**src/rtl/i2c_master_arb.sv**
```systemverilog
// Grant arbiter sharing one I2C master engine among NREQ requesters on a multi-master bus.
// Optional feature: define I2C_ARB_PRIO0_EN to give requester 0 fixed priority over the round-robin.
module i2c_master_arb #(
  parameter int NREQ     = 4,
  parameter int IDW      = 2,
  parameter int CNTW     = 16,
  parameter int GAP      = 64,
  parameter int HOLD_MAX = 50000
) (
  input  logic            clk,
  input  logic            rst,
  input  logic [NREQ-1:0] req,
  input  logic            bby,
  input  logic            lost,
  input  logic            eng_idle,
  output logic [NREQ-1:0] gnt,
  output logic            gnt_vld,
  output logic [IDW-1:0]  gnt_id,
  output logic            tout,
  output logic            retry
);

  localparam logic [CNTW-1:0] GAP_LAST  = CNTW'(GAP - 1);
  localparam logic [CNTW-1:0] HOLD_LAST = CNTW'((HOLD_MAX > 0) ? HOLD_MAX - 1 : 0);
  localparam logic [CNTW-1:0] CNT_MAX   = '1;
  localparam logic [IDW-1:0]  LAST_ID   = IDW'(NREQ - 1);

  typedef enum logic [1:0] {IDLE, WFREE, GRANT, DRAIN} state_t;

  state_t          state_reg, state_next;
  logic [NREQ-1:0] gnt_reg, gnt_next, mask_reg, mask_next, mask_set, elig, win_oh;
  logic [IDW-1:0]  id_reg, id_next, rr_reg, rr_next, win, win_lo, win_hi, rr_adv;
  logic            have_hi;
  logic [CNTW-1:0] gap_reg, gap_next, hold_reg, hold_next;
  logic            tout_reg, tout_next, retry_reg, retry_next;

  assign elig = req & ~mask_reg;

  genvar gi;
  generate
    for (gi = 0; gi < NREQ; gi++) begin : g_bit
      assign win_oh[gi]    = (win == IDW'(gi));
      // a requester must drop req to clear its timeout lockout
      assign mask_next[gi] = (mask_reg[gi] | mask_set[gi]) & req[gi];
    end
  endgenerate

  // Round-robin: lowest eligible index at or above rr_reg, else lowest below it.
  always_comb begin
    win_lo  = '0;
    win_hi  = '0;
    have_hi = 1'b0;
    for (int i = NREQ - 1; i >= 0; i--) begin
      if (elig[i]) begin
        if (IDW'(i) >= rr_reg) begin
          win_hi  = IDW'(i);
          have_hi = 1'b1;
        end else begin
          win_lo = IDW'(i);
        end
      end
    end
    win    = have_hi ? win_hi : win_lo;
    rr_adv = (win == LAST_ID) ? '0 : win + IDW'(1);
`ifdef I2C_ARB_PRIO0_EN
    if (elig[0]) begin
      win    = '0;
      rr_adv = rr_reg;
    end
`endif
  end

  always_comb begin
    state_next = state_reg;
    gnt_next   = gnt_reg;
    id_next    = id_reg;
    rr_next    = rr_reg;
    gap_next   = gap_reg;
    hold_next  = hold_reg;
    tout_next  = 1'b0;
    retry_next = 1'b0;
    mask_set   = '0;
    case (state_reg)
      IDLE: begin
        gap_next = '0;
        if (|elig) state_next = WFREE;
      end
      WFREE: begin
        if (!(|elig)) begin
          state_next = IDLE;
          gap_next   = '0;
        end else if (bby) begin
          gap_next = '0;
        end else if (gap_reg >= GAP_LAST && eng_idle) begin
          state_next = GRANT;
          gnt_next   = win_oh;
          id_next    = win;
          rr_next    = rr_adv;
          hold_next  = '0;
          gap_next   = '0;
        end else begin
          gap_next = (gap_reg == CNT_MAX) ? gap_reg : gap_reg + CNTW'(1);
        end
      end
      GRANT: begin
        if (lost || (HOLD_MAX != 0 && hold_reg == HOLD_LAST) || !req[id_reg]) begin
          state_next = DRAIN;
          gnt_next   = '0;
          id_next    = '0;
          if (lost) begin
            retry_next = 1'b1;
          end else if (HOLD_MAX != 0 && hold_reg == HOLD_LAST) begin
            tout_next        = 1'b1;
            mask_set[id_reg] = 1'b1;
          end
        end else begin
          hold_next = (hold_reg == CNT_MAX) ? hold_reg : hold_reg + CNTW'(1);
        end
      end
      DRAIN: begin
        if (eng_idle && !bby) state_next = IDLE;
      end
      default: state_next = IDLE;
    endcase
  end

  always_ff @(posedge clk or posedge rst) begin
    if (rst) begin
      state_reg <= IDLE;
      gnt_reg   <= '0;
      id_reg    <= '0;
      rr_reg    <= '0;
      gap_reg   <= '0;
      hold_reg  <= '0;
      mask_reg  <= '0;
      tout_reg  <= 1'b0;
      retry_reg <= 1'b0;
    end else begin
      state_reg <= state_next;
      gnt_reg   <= gnt_next;
      id_reg    <= id_next;
      rr_reg    <= rr_next;
      gap_reg   <= gap_next;
      hold_reg  <= hold_next;
      mask_reg  <= mask_next;
      tout_reg  <= tout_next;
      retry_reg <= retry_next;
    end
  end

  assign gnt     = gnt_reg;
  assign gnt_vld = |gnt_reg;
  assign gnt_id  = id_reg;
  assign tout    = tout_reg;
  assign retry   = retry_reg;

endmodule

```
**config.mk**
```make
export PLATFORM = sky130hd
export DESIGN_NAME = i2c_master_arb
export DESIGN_NICKNAME = d
export VERILOG_FILES = /design/src/rtl/i2c_master_arb.sv
export SDC_FILE = /design/constraint.sdc
export NUM_CORES = 1
export LEC_CHECK = 0
export CORE_ASPECT_RATIO = 2
export CORE_MARGIN = 1
export CORE_UTILIZATION = 53
export DETAILED_ROUTE_END_ITERATION = 7
export MAX_ROUTING_LAYER = met4
export PLACE_DENSITY = 0.85
export SLEW_MARGIN = 15
export SYNTH_ARGS = -nofsm -noshare
export SYNTH_HDL_FRONTEND = slang
export SYNTH_SLANG_ARGS = --single-unit
```
**constraint.sdc**
```tcl
create_clock -name clk -period 2.1 [get_ports clk]
set_input_delay 0.42 -clock clk [delete_from_list [all_inputs] [get_ports clk]]
set_output_delay 0.42 -clock clk [all_outputs]
set_load 0.02 [all_outputs]
```
==> results of run 1 <==
[cell usage in the layout (no fill, tap or decap), types with 9 or more instances in the layout]
| cell | count |
|---|---|
| sky130_fd_sc_hd__buf_4 | 53 |
| sky130_fd_sc_hd__dfrtp_1 | 47 |
| sky130_fd_sc_hd__nand2_1 | 25 |
| sky130_fd_sc_hd__nor2_1 | 16 |
| sky130_fd_sc_hd__nand4_1 | 14 |
| sky130_fd_sc_hd__inv_1 | 14 |
| sky130_fd_sc_hd__nand3_1 | 13 |
| sky130_fd_sc_hd__clkdlybuf4s50_1 | 13 |
| sky130_fd_sc_hd__a21oi_1 | 9 |
| sky130_fd_sc_hd__buf_6 | 9 |
[logic make-up (layout without fill, tap and decap cells)]
family / after synthesis / in the layout / synth area share (%)
buffers and inverters: 26 / 104 / 4.014
AO/OA/AOI/OAI: 59 / 59 / 17.44
AND/OR/NAND/NOR: 137 / 137 / 28.23
adder cells (fa/ha/maj): 6 / 6 / 2.676
multiplexers: 5 / 5 / 2.319
XOR/XNOR: 8 / 8 / 2.498
flip-flops: 48 / 48 / 42.82
[final cells by class]
class / count / area (um2) / area share, %
Sequential cell: 48 / 1202 / 30.28
Clock inverter: 2 / 15.01 / 0.3781
Clock buffer: 6 / 82.58 / 2.079
Inverter: 15 / 56.30 / 1.418
Multi-Input combinational cell: 215 / 1827 / 46.00
Timing Repair Buffer: 81 / 715.7 / 18.02
Tap cell: 58 / 72.57 / 1.827
[how the worst max path moves through the flow]
stage,endpoint,slack [ns],cells past startpoint
final,hold_reg[3],-0.1,8
after global routing,hold_reg[3],-0.19,8
after CTS,gap_reg[8],-0.01,7
after detailed placement,rr_reg[1],-0.38,7
after global placement,hold_reg[0],-0.30,8
after floorplan,gap_reg[4],0.007,7
[per-layer routing]
layer | global-route usage, % | vias to the layer above | share of wire, %
met2 | 51.52 | 147 | 55
met5 | - | - | 0
li1 | - | 1234 | -
met1 | 30.91 | 1366 | 34
met3 | 5.822 | 53 | 5.0
met4 | 19.92 | 0 | 5.7
[power breakdown]
part	internal (mW)	switching, mW
sequential	0.929	0.00635
combinational	0.0908	0.105
clock	0.267	0.342
total	1.29	0.453
[what timing repair did]
item	CTS	global route
endpoints found under the setup margin	29	39
resized for setup	18	50
pin swaps	4	24
buffers inserted	4	5
gates cloned	0	1
hold buffers	0	0
[metrics by stage]
step           setup WS, ns  TNS [ns]
3_5_place_dp        -0.3761    -10.32
6_report           -0.09962   -0.4811
4_1_cts            -0.01091  -0.01091
2_1_floorplan      0.006684         0
3_3_place_gp        -0.3049    -8.613
5_1_grt             -0.1861    -2.128
==> impl_table.tex, run 1 <==
\begin{tabular}{lr}
\hline
Metric & Value \\
\hline
\multicolumn{2}{l}{\textbf{Status}} \\
Result of the run & finished with violations \\
Failing checks & negative setup slack \\
\multicolumn{2}{l}{\textbf{Min path}} \\
Path class of the lowest-slack min-delay path & in -> reg \\
Hold Path Cell Cnt & 2 \\
Worst Hold Path EP & mask\_reg[1] \\
Worst min-delay path startpoint & req[1] \\
\multicolumn{2}{l}{\textbf{Logic synthesis}} \\
Number of distinct library cell variants in the gate-level netlist after synthesis & 60 \\
Register area share after synthesis & 42.82\% \\
Top cell type's share of synthesized area & 42.82\% \\
Cell count after synthesis & 289 \\
Total of flip-flops plus latches after synthesis & 48 \\
Yosys top cell by area & sky130\_fd\_sc\_hd\_\_dfrtp\_1 \\
Number of enable-type register cells in the synthesized netlist & 0 \\
Most repeated cell in the gate-level netlist after synthesis & sky130\_fd\_sc\_hd\_\_dfrtp\_1 \\
Leading post-synthesis cells by instance count & sky130\_fd\_sc\_hd\_\_dfrtp\_1, sky130\_fd\_sc\_hd\_\_nand2\_1, sky130\_fd\_sc\_hd\_\_nor2\_1, sky130\_fd\_sc\_hd\_\_nand3\_1, sky130\_fd\_sc\_hd\_\_inv\_1 \\
Leading register cell type out of synthesis & sky130\_fd\_sc\_hd\_\_dfrtp\_1 \\
Post-Synthesis Mean Instance Area & 9.707 um2 \\
Proportion of register bits with asynchronous set or reset after synthesis & 100.0\% \\
Post-synthesis cell area & 2805 um2 \\
Top cells by area, synth & sky130\_fd\_sc\_hd\_\_dfrtp\_1, sky130\_fd\_sc\_hd\_\_nand2\_1, sky130\_fd\_sc\_hd\_\_nand4\_1 \\
Synth Net Count & 304 \\
Syn. warnings & 0 \\
\multicolumn{2}{l}{\textbf{Global routing}} \\
Number of antenna violations at the first check in global routing & 0 \\
Wire length of the first global-routing pass & 12,520 um \\
Tot GR Track Use & 30.91\% \\
Vias in the first global route & 2,694 \\
Global route total overflow & 0 \\
Pin count of the biggest net entering global routing & 49 \\
\multicolumn{2}{l}{\textbf{Timing}} \\
Worst path setup slack after routing & -0.09962 ns \\
Period utilization & 104.7\% \\
Final critical-path required period & 2.200 ns \\
Worst hold slack after final layout & 0.4328 ns \\
RSZ-0062 raised after global routing & yes \\
Setup-violating endpoint count in the final report & 9 \\
Clk\_skew & 0.006104 ns \\
Final max-slew violation count & 0 \\
Worst-case headroom to the max-slew limit & 71.94\% \\
Final Hold Fails & 0 \\
Transition time at the pin with the least slew margin & 0.4171 ns \\
Timing-limited maximum frequency & 454.6 MHz \\
\multicolumn{2}{l}{\textbf{Finish}} \\
Layout filler cell count & 296 \\
Post-route cell area & 3971 um2 \\
Net count of the finished layout & 381 \\
Final core utilization & 77.28\% \\
Area added between synthesis and finish & 41.57\% \\
Antenna diodes & 0 \\
Non-Filler Instances & 425 \\
Ratio of cells with drive above 1 in the final layout & 33.79\% \\
\multicolumn{2}{l}{\textbf{Routing}} \\
Count of routing violations after the opening detailed-route iteration & 164 \\
Routed wire length per instance & 20.83 um \\
First-pass iteration count of the detailed router & 4 \\
Total wire length & 8852 um \\
Total number of vias & 2,800 \\
Detailed-route DRC error count & 0 \\
Post-DR vias/cell & 6.588 \\
Detail Route Antenna Nets & 0 \\
\multicolumn{2}{l}{\textbf{Critical path}} \\
End of the worst register-to-register path & hold\_reg[3] \\
Critical path buffer and inverter count & 3 \\
Start of the worst register-to-register path & hold\_reg[12] \\
Arrival time worst endpoint & 2.40 ns \\
FF-to-FF setup slack & -0.1 ns \\
Endpoint kind of the worst setup timing path & flip-flop \\
Master of the slowest instance on the critical path & sky130\_fd\_sc\_hd\_\_or4\_4 \\
Worst Path Required & 2.30 ns \\
Startpoint Class & flip-flop \\
Critical path class & reg -> reg \\
Critical path's top delay family & simple AND/OR/NAND/NOR gates \\
List of cells traversed by the critical path & or4\_4 > o41ai\_4 > buf\_4 > buf\_6 > buf\_6 > nor3\_2 > xnor2\_1 > nor2\_1 \\
R2r worst-path depth & 8 \\
Timing startpoint of the critical path & hold\_reg[12] \\
Delay contributed by the slowest stage of the critical path & 0.57 ns \\
Peak fanout along the critical path & 3 \\
Most repeated library cell on the critical path & sky130\_fd\_sc\_hd\_\_buf\_6 \\
\multicolumn{2}{l}{\textbf{Floorplan}} \\
Initial core utilization & 54.59\% \\
Core Footprint & 5139 um2 \\
Full die area & 5606 um2 \\
Number of top-level design ports & 18 \\
Die Wd & 53.45 um \\
Std-Cell Rows & 37 \\
Vertical die dimension & 104.9 um \\
\multicolumn{2}{l}{\textbf{Placement}} \\
\# placed instances & 410 \\
Post-Place Cell Area & 3466 um2 \\
Final HPWL from detailed placement & 5307 um \\
Count of buffers inserted at the top-level ports & 17 \\
Routability cong. & 0.9013 \\
\multicolumn{2}{l}{\textbf{Clock tree}} \\
Total number of clock tree sinks & 48 \\
Maximum buffer depth of the clock tree & 2 \\
CTS Root Buffer Type & sky130\_fd\_sc\_hd\_\_clkbuf\_8 \\
Number of clock buffers inserted by TritonCTS & 5 \\
H-tree depth reported by CTS & 2 \\
Clock transition at the registers of the reported paths & 0.10 ns \\
Clock latency reported for the late side of the worst-skew pair & 0.31 ns \\
CTS tree & yes \\
\multicolumn{2}{l}{\textbf{Run}} \\
Max Cap Violations & 0 \\
\multicolumn{2}{l}{\textbf{Power}} \\
Power density over cell area & 438.2 nW/um2 \\
Total Power Consumption & 1.740 mW \\
VDD IR max & 0.5001 mV \\
Static power due to leakage & 1.721 nW \\
\hline
\end{tabular}
Power figures use the tool's default switching activity.
==> run 2, diff against run 1 <==
--- a/config.mk
+++ b/config.mk
@@ -6,7 +6,7 @@
 export NUM_CORES = 1
 export LEC_CHECK = 0
 export CORE_ASPECT_RATIO = 2
-export CORE_MARGIN = 1
+export CORE_MARGIN = 2
 export CORE_UTILIZATION = 53
 export DETAILED_ROUTE_END_ITERATION = 7
 export MAX_ROUTING_LAYER = met4
==> run 2 against run 1 <==
Against the previous run: the run still ends with negative setup slack left; count of clock-buffer cells in the layout unchanged; maximum frequency up 2.5%; cell area down 4.4%; sequential power hardly changed; final cell count rose by 0.71%; wire length down 2.7%; first-iteration DRC count is 80% higher; critical endpoint is now hold_reg[10].
==> impl_table.tex, run 2 (same netlist as run 1, synthesis figures left out) <==
\begin{tabular}{lr}
\hline
Metric & Value \\
\hline
\multicolumn{2}{l}{\textbf{Clock tree}} \\
CTS tree & yes (unchanged) \\
Maximum buffer depth of the clock tree & 2 (unchanged) \\
Clock latency reported for the late side of the worst-skew pair & 0.33 ns (was 0.31 ns) \\
Clock transition at the registers of the reported paths & 0.09 ns (was 0.10 ns) \\
Number of clock buffers inserted by TritonCTS & 5 (unchanged) \\
Total number of clock tree sinks & 48 (unchanged) \\
H-tree depth reported by CTS & 2 (unchanged) \\
Hold buffers post-CTS & 0 (unchanged) \\
CTS Root Buffer Type & sky130\_fd\_sc\_hd\_\_clkbuf\_8 (unchanged) \\
\multicolumn{2}{l}{\textbf{Power}} \\
VDD IR max & 0.7354 mV (was 0.5001 mV) \\
Static power due to leakage & 1.707 nW (was 1.721 nW) \\
Power density over cell area & 439.5 nW/um2 (was 438.2 nW/um2) \\
\multicolumn{2}{l}{\textbf{Routing}} \\
Detail Route Antenna Nets & 0 (unchanged) \\
Total wire length & 8610 um (was 8852 um) \\
First-pass iteration count of the detailed router & 6 (was 4) \\
Total number of vias & 2,803 (was 2,800) \\
Detailed-route DRC error count & 0 (unchanged) \\
Count of routing violations after the opening detailed-route iteration & 296 (was 164) \\
Routed wire length per instance & 20.12 um (was 20.83 um) \\
Post-DR vias/cell & 6.549 (was 6.588) \\
\multicolumn{2}{l}{\textbf{Floorplan}} \\
Vertical die dimension & 106.9 um (was 104.9 um) \\
Full die area & 5926 um2 (was 5606 um2) \\
Number of top-level design ports & 18 (unchanged) \\
Core Footprint & 5139 um2 (unchanged) \\
Std-Cell Rows & 37 (unchanged) \\
Initial core utilization & 54.59\% (unchanged) \\
Die Wd & 55.45 um (was 53.45 um) \\
\multicolumn{2}{l}{\textbf{Global routing}} \\
Tot GR Track Use & 28.15\% (was 30.91\%) \\
Vias in the first global route & 2,834 (was 2,694) \\
Number of antenna violations at the first check in global routing & 0 (unchanged) \\
Pin count of the biggest net entering global routing & 49 (unchanged) \\
Global route total overflow & 0 (unchanged) \\
Wire length of the first global-routing pass & 12,530 um (was 12,520 um) \\
\multicolumn{2}{l}{\textbf{Timing}} \\
Timing-limited maximum frequency & 466.1 MHz (was 454.6 MHz) \\
Worst path setup slack after routing & -0.04535 ns (was -0.09962 ns) \\
Final Hold Fails & 0 (unchanged) \\
Setup-violating endpoint count in the final report & 4 (was 9) \\
Worst hold slack after final layout & 0.4330 ns (was 0.4328 ns) \\
Period utilization & 102.2\% (was 104.7\%) \\
Transition time at the pin with the least slew margin & 0.5331 ns (was 0.4171 ns) \\
Worst-case headroom to the max-slew limit & 64.26\% (was 71.94\%) \\
Final critical-path required period & 2.145 ns (was 2.200 ns) \\
Clk\_skew & 0.01095 ns (was 0.006104 ns) \\
RSZ-0062 raised after global routing & yes (unchanged) \\
Final max-slew violation count & 0 (unchanged) \\
\multicolumn{2}{l}{\textbf{Critical path}} \\
Critical path's top delay family & buffers and inverters (was simple AND/OR/NAND/NOR gates) \\
Peak fanout along the critical path & 5 (was 3) \\
Critical path buffer and inverter count & 3 (unchanged) \\
Startpoint Class & input port (was flip-flop) \\
Critical path class & in -> reg (was reg -> reg) \\
Arrival time worst endpoint & 2.37 ns (was 2.40 ns) \\
List of cells traversed by the critical path & clkdlybuf4s50\_1 > mux4\_2 > o41ai\_4 > buf\_4 > buf\_6 > nor4\_2 > xnor2\_1 > nor2\_1 (was or4\_4 > o41ai\_4 > buf\_4 > buf\_6 > buf\_6 > nor3\_2 > xnor2\_1 > nor2\_1) \\
Delay contributed by the slowest stage of the critical path & 0.57 ns (about the same) \\
Start of the worst register-to-register path & hold\_reg[5] (was hold\_reg[12]) \\
End of the critical path & hold\_reg[10] (was hold\_reg[3]) \\
Worst Path Required & 2.32 ns (was 2.30 ns) \\
Timing startpoint of the critical path & req[0] (was hold\_reg[12]) \\
Master of the slowest instance on the critical path & sky130\_fd\_sc\_hd\_\_clkdlybuf4s50\_1 (was sky130\_fd\_sc\_hd\_\_or4\_4) \\
R2r worst-path depth & 7 (was 8) \\
FF-to-FF setup slack & -0.04 ns (was -0.1 ns) \\
End of the worst register-to-register path & hold\_reg[7] (was hold\_reg[3]) \\
Endpoint kind of the worst setup timing path & flip-flop (unchanged) \\
Number of gates on the worst path with buffers counted & 8 (unchanged) \\
\multicolumn{2}{l}{\textbf{Min path}} \\
Path class of the lowest-slack min-delay path & in -> async (was in -> reg) \\
\multicolumn{2}{l}{\textbf{Finish}} \\
Net count of the finished layout & 385 (was 381) \\
Layout filler cell count & 330 (was 296) \\
Antenna diodes & 0 (unchanged) \\
Area added between synthesis and finish & 35.28\% (was 41.57\%) \\
Ratio of cells with drive above 1 in the final layout & 32.43\% (was 33.79\%) \\
Commonest non-fill, non-tap cells in the layout & sky130\_fd\_sc\_hd\_\_buf\_4, sky130\_fd\_sc\_hd\_\_dfrtp\_1, sky130\_fd\_sc\_hd\_\_nand2\_1 (unchanged) \\
Most common cell after layout, fill and taps aside & sky130\_fd\_sc\_hd\_\_buf\_4 (unchanged) \\
\multicolumn{2}{l}{\textbf{Status}} \\
Failing checks & negative setup slack (unchanged) \\
Result of the run & finished with violations (unchanged) \\
\multicolumn{2}{l}{\textbf{Run}} \\
Max Cap Violations & 0 (unchanged) \\
\multicolumn{2}{l}{\textbf{Placement}} \\
Setup slack at placement & -0.3560 ns (was -0.3761 ns) \\
Count of buffers inserted at the top-level ports & 17 (unchanged) \\
Final HPWL from detailed placement & 5546 um (was 5307 um) \\
Routability cong. & 0.9447 (was 0.9013) \\
\hline
\end{tabular}
==> run 2: changes by cell type in the layout (fill, tap and decap cells not counted), sizes merged <==
cell	change
clkdlybuf4s50	+2
nand2b	+1
dlymetal6s2s	-2
clkinvlp	-2
clkinv	+1
buf	+3
==> run 2: how the worst min path moves through the flow <==
stage | from | endpoint | slack, ns | cells past startpoint
after floorplan | mask_reg[1] | mask_reg[1] | 0.48 | 1
after global placement | mask_reg[2] | mask_reg[2] | 0.50 | 1
after detailed placement | mask_reg[2] | mask_reg[2] | 0.51 | 1
after CTS | rst | hold_reg[8] | 0.46 | 3
after global routing | rst | hold_reg[8] | 0.49 | 3
final | rst | hold_reg[8] | 0.43 | 3
==> run 2: worst register-to-register path: cells and delay by family (launching register included) <==
family / cells / cell delay (ns)
AOI/OAI and AO/OA: 1 / 0.38
and+or+nand+nor: 3 / 0.69
xor gates and xnor gates: 1 / 0.24
buffers and inverters: 2 / 0.33
DFF: 1 / 0.39
==> run 2: cell type report <==
| class | instances | area (um2) | share of cell area [%] |
|---|---|---|---|
| Clock buffer | 6 | 72.57 | 1.912 |
| Sequential cell | 48 | 1201 | 31.65 |
| Clock inverter | 1 | 5.005 | 0.1319 |
| Timing Repair Buffer | 84 | 698.2 | 18.40 |
| Inverter | 15 | 56.30 | 1.484 |
| Multi-Input combinational cell | 216 | 1689 | 44.51 |
| Tap cell | 58 | 72.57 | 1.912 |
==> run 2: repair_timing <==
item | in CTS | in global routing
pin swaps | 4 | 5
setup endpoints to repair | 25 | 36
gates resized for setup | 11 | 27
gates cloned | 0 | 1
buffers inserted | 3 | 8
==> run 2: stage by stage <==
stage	utilization [%]	instances	cell area (um2)	total power, mW	TNS [ns]
after floorplan	-	289	2833	1.026	0
after global routing	73.85	428	3795	1.702	-1.016
final	73.85	428	3795	1.668	-0.1191
after detailed placement	67.35	411	3461	1.097	-9.230
after CTS	70.27	420	3611	1.646	0
after global placement	67.35	411	3461	1.090	-7.546
==> run 2: power by group <==
part / switching [mW] / internal (mW) / leakage [nW]
logic: 0.0935 / 0.0775 / 1.01
registers: 0.00657 / 0.928 / 0.659
clock network: 0.334 / 0.227 / 0.0410
total: 0.435 / 1.23 / 1.71
==> run 2: routing by layer <==
layer | track usage (%) | share of wire (%) | up-vias
met5 | - | 0 | -
met4 | 22.47 | 7.0 | 0
met3 | 5.187 | 4.8 | 50
met2 | 49.66 | 54 | 129
met1 | 25.77 | 34 | 1376
li1 | - | - | 1248
==> run 3, diff against run 2 <==
==> constraint.sdc (replaced) <==
create_clock -name clk -period 2.1 [get_ports clk]
set_input_delay 0.42 -clock clk [delete_from_list [all_inputs] [get_ports clk]]
set_output_delay 0.42 -clock clk [all_outputs]
set_load 0.1 [all_outputs]
==> run 3 against run 2 <==
Against the previous run: the run still ends with negative setup slack left; flip-flop and latch count unchanged; die area did not move; clock power up 6.9%; cell area is 0.56% lower; critical endpoint is now hold_reg[0]; largest power group unchanged.
==> impl_table.tex, run 3 (same netlist as run 1, synthesis figures left out) <==
\begin{tabular}{lr}
\hline
Metric & Value \\
\hline
\multicolumn{2}{l}{\textbf{Timing}} \\
Worst path setup slack after routing & -0.04643 ns (was -0.04535 ns) \\
Timing-limited maximum frequency & 465.9 MHz (was 466.1 MHz) \\
Clk\_skew & 0.01168 ns (was 0.01095 ns) \\
Transition time at the pin with the least slew margin & 0.5421 ns (was 0.5331 ns) \\
Final Hold Fails & 0 (unchanged) \\
Setup-violating endpoint count in the final report & 2 (was 4) \\
Final critical-path required period & 2.146 ns (was 2.145 ns) \\
RSZ-0062 raised after global routing & yes (unchanged) \\
Worst-case headroom to the max-slew limit & 63.58\% (was 64.26\%) \\
Period utilization & 102.2\% (about the same) \\
Final max-slew violation count & 0 (unchanged) \\
\multicolumn{2}{l}{\textbf{Critical path}} \\
Endpoint kind of the worst setup timing path & flip-flop (unchanged) \\
Timing startpoint of the critical path & hold\_reg[12] (was req[0]) \\
End of the critical path & hold\_reg[0] (was hold\_reg[10]) \\
FF-to-FF setup slack & -0.05 ns (was -0.04 ns) \\
List of cells traversed by the critical path & or4\_4 > o41ai\_4 > buf\_4 > buf\_6 > nor3b\_2 > nor2\_1 > mux2\_2 (was clkdlybuf4s50\_1 > mux4\_2 > o41ai\_4 > buf\_4 > buf\_6 > nor4\_2 > xnor2\_1 > nor2\_1) \\
Delay contributed by the slowest stage of the critical path & 0.57 ns (about the same) \\
Critical path class & reg -> reg (was in -> reg) \\
Master of the slowest instance on the critical path & sky130\_fd\_sc\_hd\_\_or4\_4 (was sky130\_fd\_sc\_hd\_\_clkdlybuf4s50\_1) \\
R2r worst-path depth & 7 (unchanged) \\
Startpoint Class & flip-flop (was input port) \\
Start of the worst register-to-register path & hold\_reg[12] (was hold\_reg[5]) \\
Worst Path Required & 2.36 ns (was 2.32 ns) \\
Peak fanout along the critical path & 3 (was 5) \\
End of the worst register-to-register path & hold\_reg[0] (was hold\_reg[7]) \\
Arrival time worst endpoint & 2.41 ns (was 2.37 ns) \\
\multicolumn{2}{l}{\textbf{Global routing}} \\
Wire length of the first global-routing pass & 12,480 um (was 12,530 um) \\
Global route total overflow & 0 (unchanged) \\
Met1 track demand over resource in global routing & 25.81\% (was 25.77\%) \\
Tot GR Track Use & 27.28\% (was 28.15\%) \\
Peak-usage layer in the global routing report & met2 (unchanged) \\
Pin count of the biggest net entering global routing & 28 (was 49) \\
Global routing met3 resource utilization & 3.257\% (was 5.187\%) \\
Number of antenna violations at the first check in global routing & 0 (unchanged) \\
Vias in the first global route & 2,780 (was 2,834) \\
Global routing met2 resource utilization & 51.11\% (was 49.66\%) \\
\multicolumn{2}{l}{\textbf{Finish}} \\
Layout filler cell count & 351 (was 330) \\
Antenna diodes & 0 (unchanged) \\
Non-Filler Instances & 424 (was 428) \\
Net count of the finished layout & 380 (was 385) \\
Area added between synthesis and finish & 34.52\% (was 35.28\%) \\
Most common cell after layout, fill and taps aside & sky130\_fd\_sc\_hd\_\_buf\_4 (unchanged) \\
Final core utilization & 73.44\% (was 73.85\%) \\
Post-route cell area & 3774 um2 (was 3795 um2) \\
Commonest non-fill, non-tap cells in the layout & sky130\_fd\_sc\_hd\_\_buf\_4, sky130\_fd\_sc\_hd\_\_dfrtp\_1, sky130\_fd\_sc\_hd\_\_nand2\_1 (unchanged) \\
Ratio of cells with drive above 1 in the final layout & 34.43\% (was 32.43\%) \\
\multicolumn{2}{l}{\textbf{Routing}} \\
First-pass iteration count of the detailed router & 5 (was 6) \\
Count of routing violations after the opening detailed-route iteration & 169 (was 296) \\
Post-DR vias/cell & 6.415 (was 6.549) \\
Total wire length & 8137 um (was 8610 um) \\
Detail Route Antenna Nets & 0 (unchanged) \\
Routed wire length per instance & 19.19 um (was 20.12 um) \\
Detailed-route DRC error count & 0 (unchanged) \\
Total number of vias & 2,720 (was 2,803) \\
\multicolumn{2}{l}{\textbf{Power}} \\
VDD IR max & 0.6403 mV (was 0.7354 mV) \\
Share of power burned in registers & 54.6\% (was 56.1\%) \\
Power density over cell area & 453.9 nW/um2 (was 439.5 nW/um2) \\
Sw frac & 25.20\% (was 26.05\%) \\
Net load switching power & 0.4316 mW (was 0.4345 mW) \\
Clock network power share & 35.1\% (was 33.7\%) \\
Comb power frac & 10.4\% (was 10.3\%) \\
Static power due to leakage & 1.685 nW (was 1.707 nW) \\
Internal power of the cells & 1.281 mW (was 1.233 mW) \\
\multicolumn{2}{l}{\textbf{Clock tree}} \\
CTS Root Buffer Type & sky130\_fd\_sc\_hd\_\_clkbuf\_8 (unchanged) \\
Maximum buffer depth of the clock tree & 2 (unchanged) \\
H-tree depth reported by CTS & 2 (unchanged) \\
Number of clock buffers inserted by TritonCTS & 5 (unchanged) \\
Total number of clock tree sinks & 48 (unchanged) \\
Clock latency reported for the late side of the worst-skew pair & 0.32 ns (was 0.33 ns) \\
Hold buffers post-CTS & 0 (unchanged) \\
Clock transition at the registers of the reported paths & 0.09 ns (about the same) \\
CTS tree & yes (unchanged) \\
\multicolumn{2}{l}{\textbf{Placement}} \\
Post-Place Cell Area & 3446 um2 (was 3461 um2) \\
Count of buffers inserted at the top-level ports & 17 (unchanged) \\
\# placed instances & 410 (was 411) \\
Setup slack at placement & -0.3904 ns (was -0.3560 ns) \\
Final HPWL from detailed placement & 5590 um (was 5546 um) \\
Routability cong. & 0.9653 (was 0.9447) \\
\multicolumn{2}{l}{\textbf{Floorplan}} \\
Core Footprint & 5139 um2 (unchanged) \\
Number of top-level design ports & 18 (unchanged) \\
Initial core utilization & 54.59\% (unchanged) \\
Die Wd & 55.45 um (unchanged) \\
Vertical die dimension & 106.9 um (unchanged) \\
Std-Cell Rows & 37 (unchanged) \\
Full die area & 5926 um2 (unchanged) \\
\multicolumn{2}{l}{\textbf{Min path}} \\
Path class of the lowest-slack min-delay path & in -> reg (was in -> async) \\
\multicolumn{2}{l}{\textbf{Status}} \\
Result of the run & finished with violations (unchanged) \\
Failing checks & negative setup slack (unchanged) \\
\multicolumn{2}{l}{\textbf{Run}} \\
Max Cap Violations & 0 (unchanged) \\
\hline
\end{tabular}
## run 3: cell count changes in the layout (fill, tap and decap cells not counted), moves of 3 or more
cell                              change
sky130_fd_sc_hd__clkdlybuf4s50_1     -10
sky130_fd_sc_hd__nor4_1               +3
sky130_fd_sc_hd__nor4_2               -4
sky130_fd_sc_hd__or4_1                -3
sky130_fd_sc_hd__or4_4                +3
## run 3: power by group through the flow
stage | clock network, mW | registers, mW | logic [mW]
2_1_floorplan | 0 | 0.952 | 0.0705
3_3_place_gp | 0 | 0.951 | 0.146
3_5_place_dp | 0 | 0.951 | 0.152
4_1_cts | 0.600 | 0.933 | 0.159
5_1_grt | 0.630 | 0.936 | 0.192
6_report | 0.601 | 0.935 | 0.178
## run 3: how the worst min path moves through the flow
stage           startpoint           to  slack [ns]  cells past startpoint
6_report            req[2]  mask_reg[2]        0.41                      2
5_1_grt             req[0]  mask_reg[0]        0.42                      2
4_1_cts                rst        retry        0.46                      2
3_5_place_dp   mask_reg[1]  mask_reg[1]        0.51                      1
3_3_place_gp   mask_reg[2]  mask_reg[2]        0.49                      1
2_1_floorplan  mask_reg[1]  mask_reg[1]        0.48                      1
## run 3: metal layers
metal | part of all wire, % | wire length (um)
met1 | 34 | 2751
met2 | 58 | 4696
met3 | 3.9 | 315
met4 | 4.6 | 374
met5 | 0 | 0
## run 3: area by class of cell
cell class	count	area, um2	share of cell area, %
clock buffer	7	86.33	2.288
clock inverter	1	8.758	0.2321
inverter	15	56.30	1.492
multi-input combinational	215	1659	43.97
sequential	48	1206	31.96
tap	58	72.57	1.923
timing repair buffer	80	684.4	18.14
## run 3: timing repair
item | CTS | global route
resized for setup | 13 | 27
setup endpoints to repair | 19 | 32
pin swaps | 1 | 13
setup buffers | 1 | 7
## run 3: critical path: cells and delay by family, from the launching register on
family	cells	cell delay, ns
AND/OR/NAND/NOR	3	0.83
buffers and inverters	2	0.30
flip-flops	1	0.40
AO/OA/AOI/OAI	1	0.38
multiplexers	1	0.18
## run 3: metrics by stage
| step | power [mW] | hold slack (ns) | setup TNS (ns) |
|---|---|---|---|
| after global routing | 1.757 | 0.4227 | -0.4019 |
| after CTS | 1.692 | 0.4566 | -0.007970 |
| after global placement | 1.097 | 0.4936 | -7.915 |
| after floorplan | 1.022 | 0.4777 | -0.03159 |
| after detailed placement | 1.103 | 0.5121 | -9.320 |
| final | 1.713 | 0.4122 | -0.06645 |
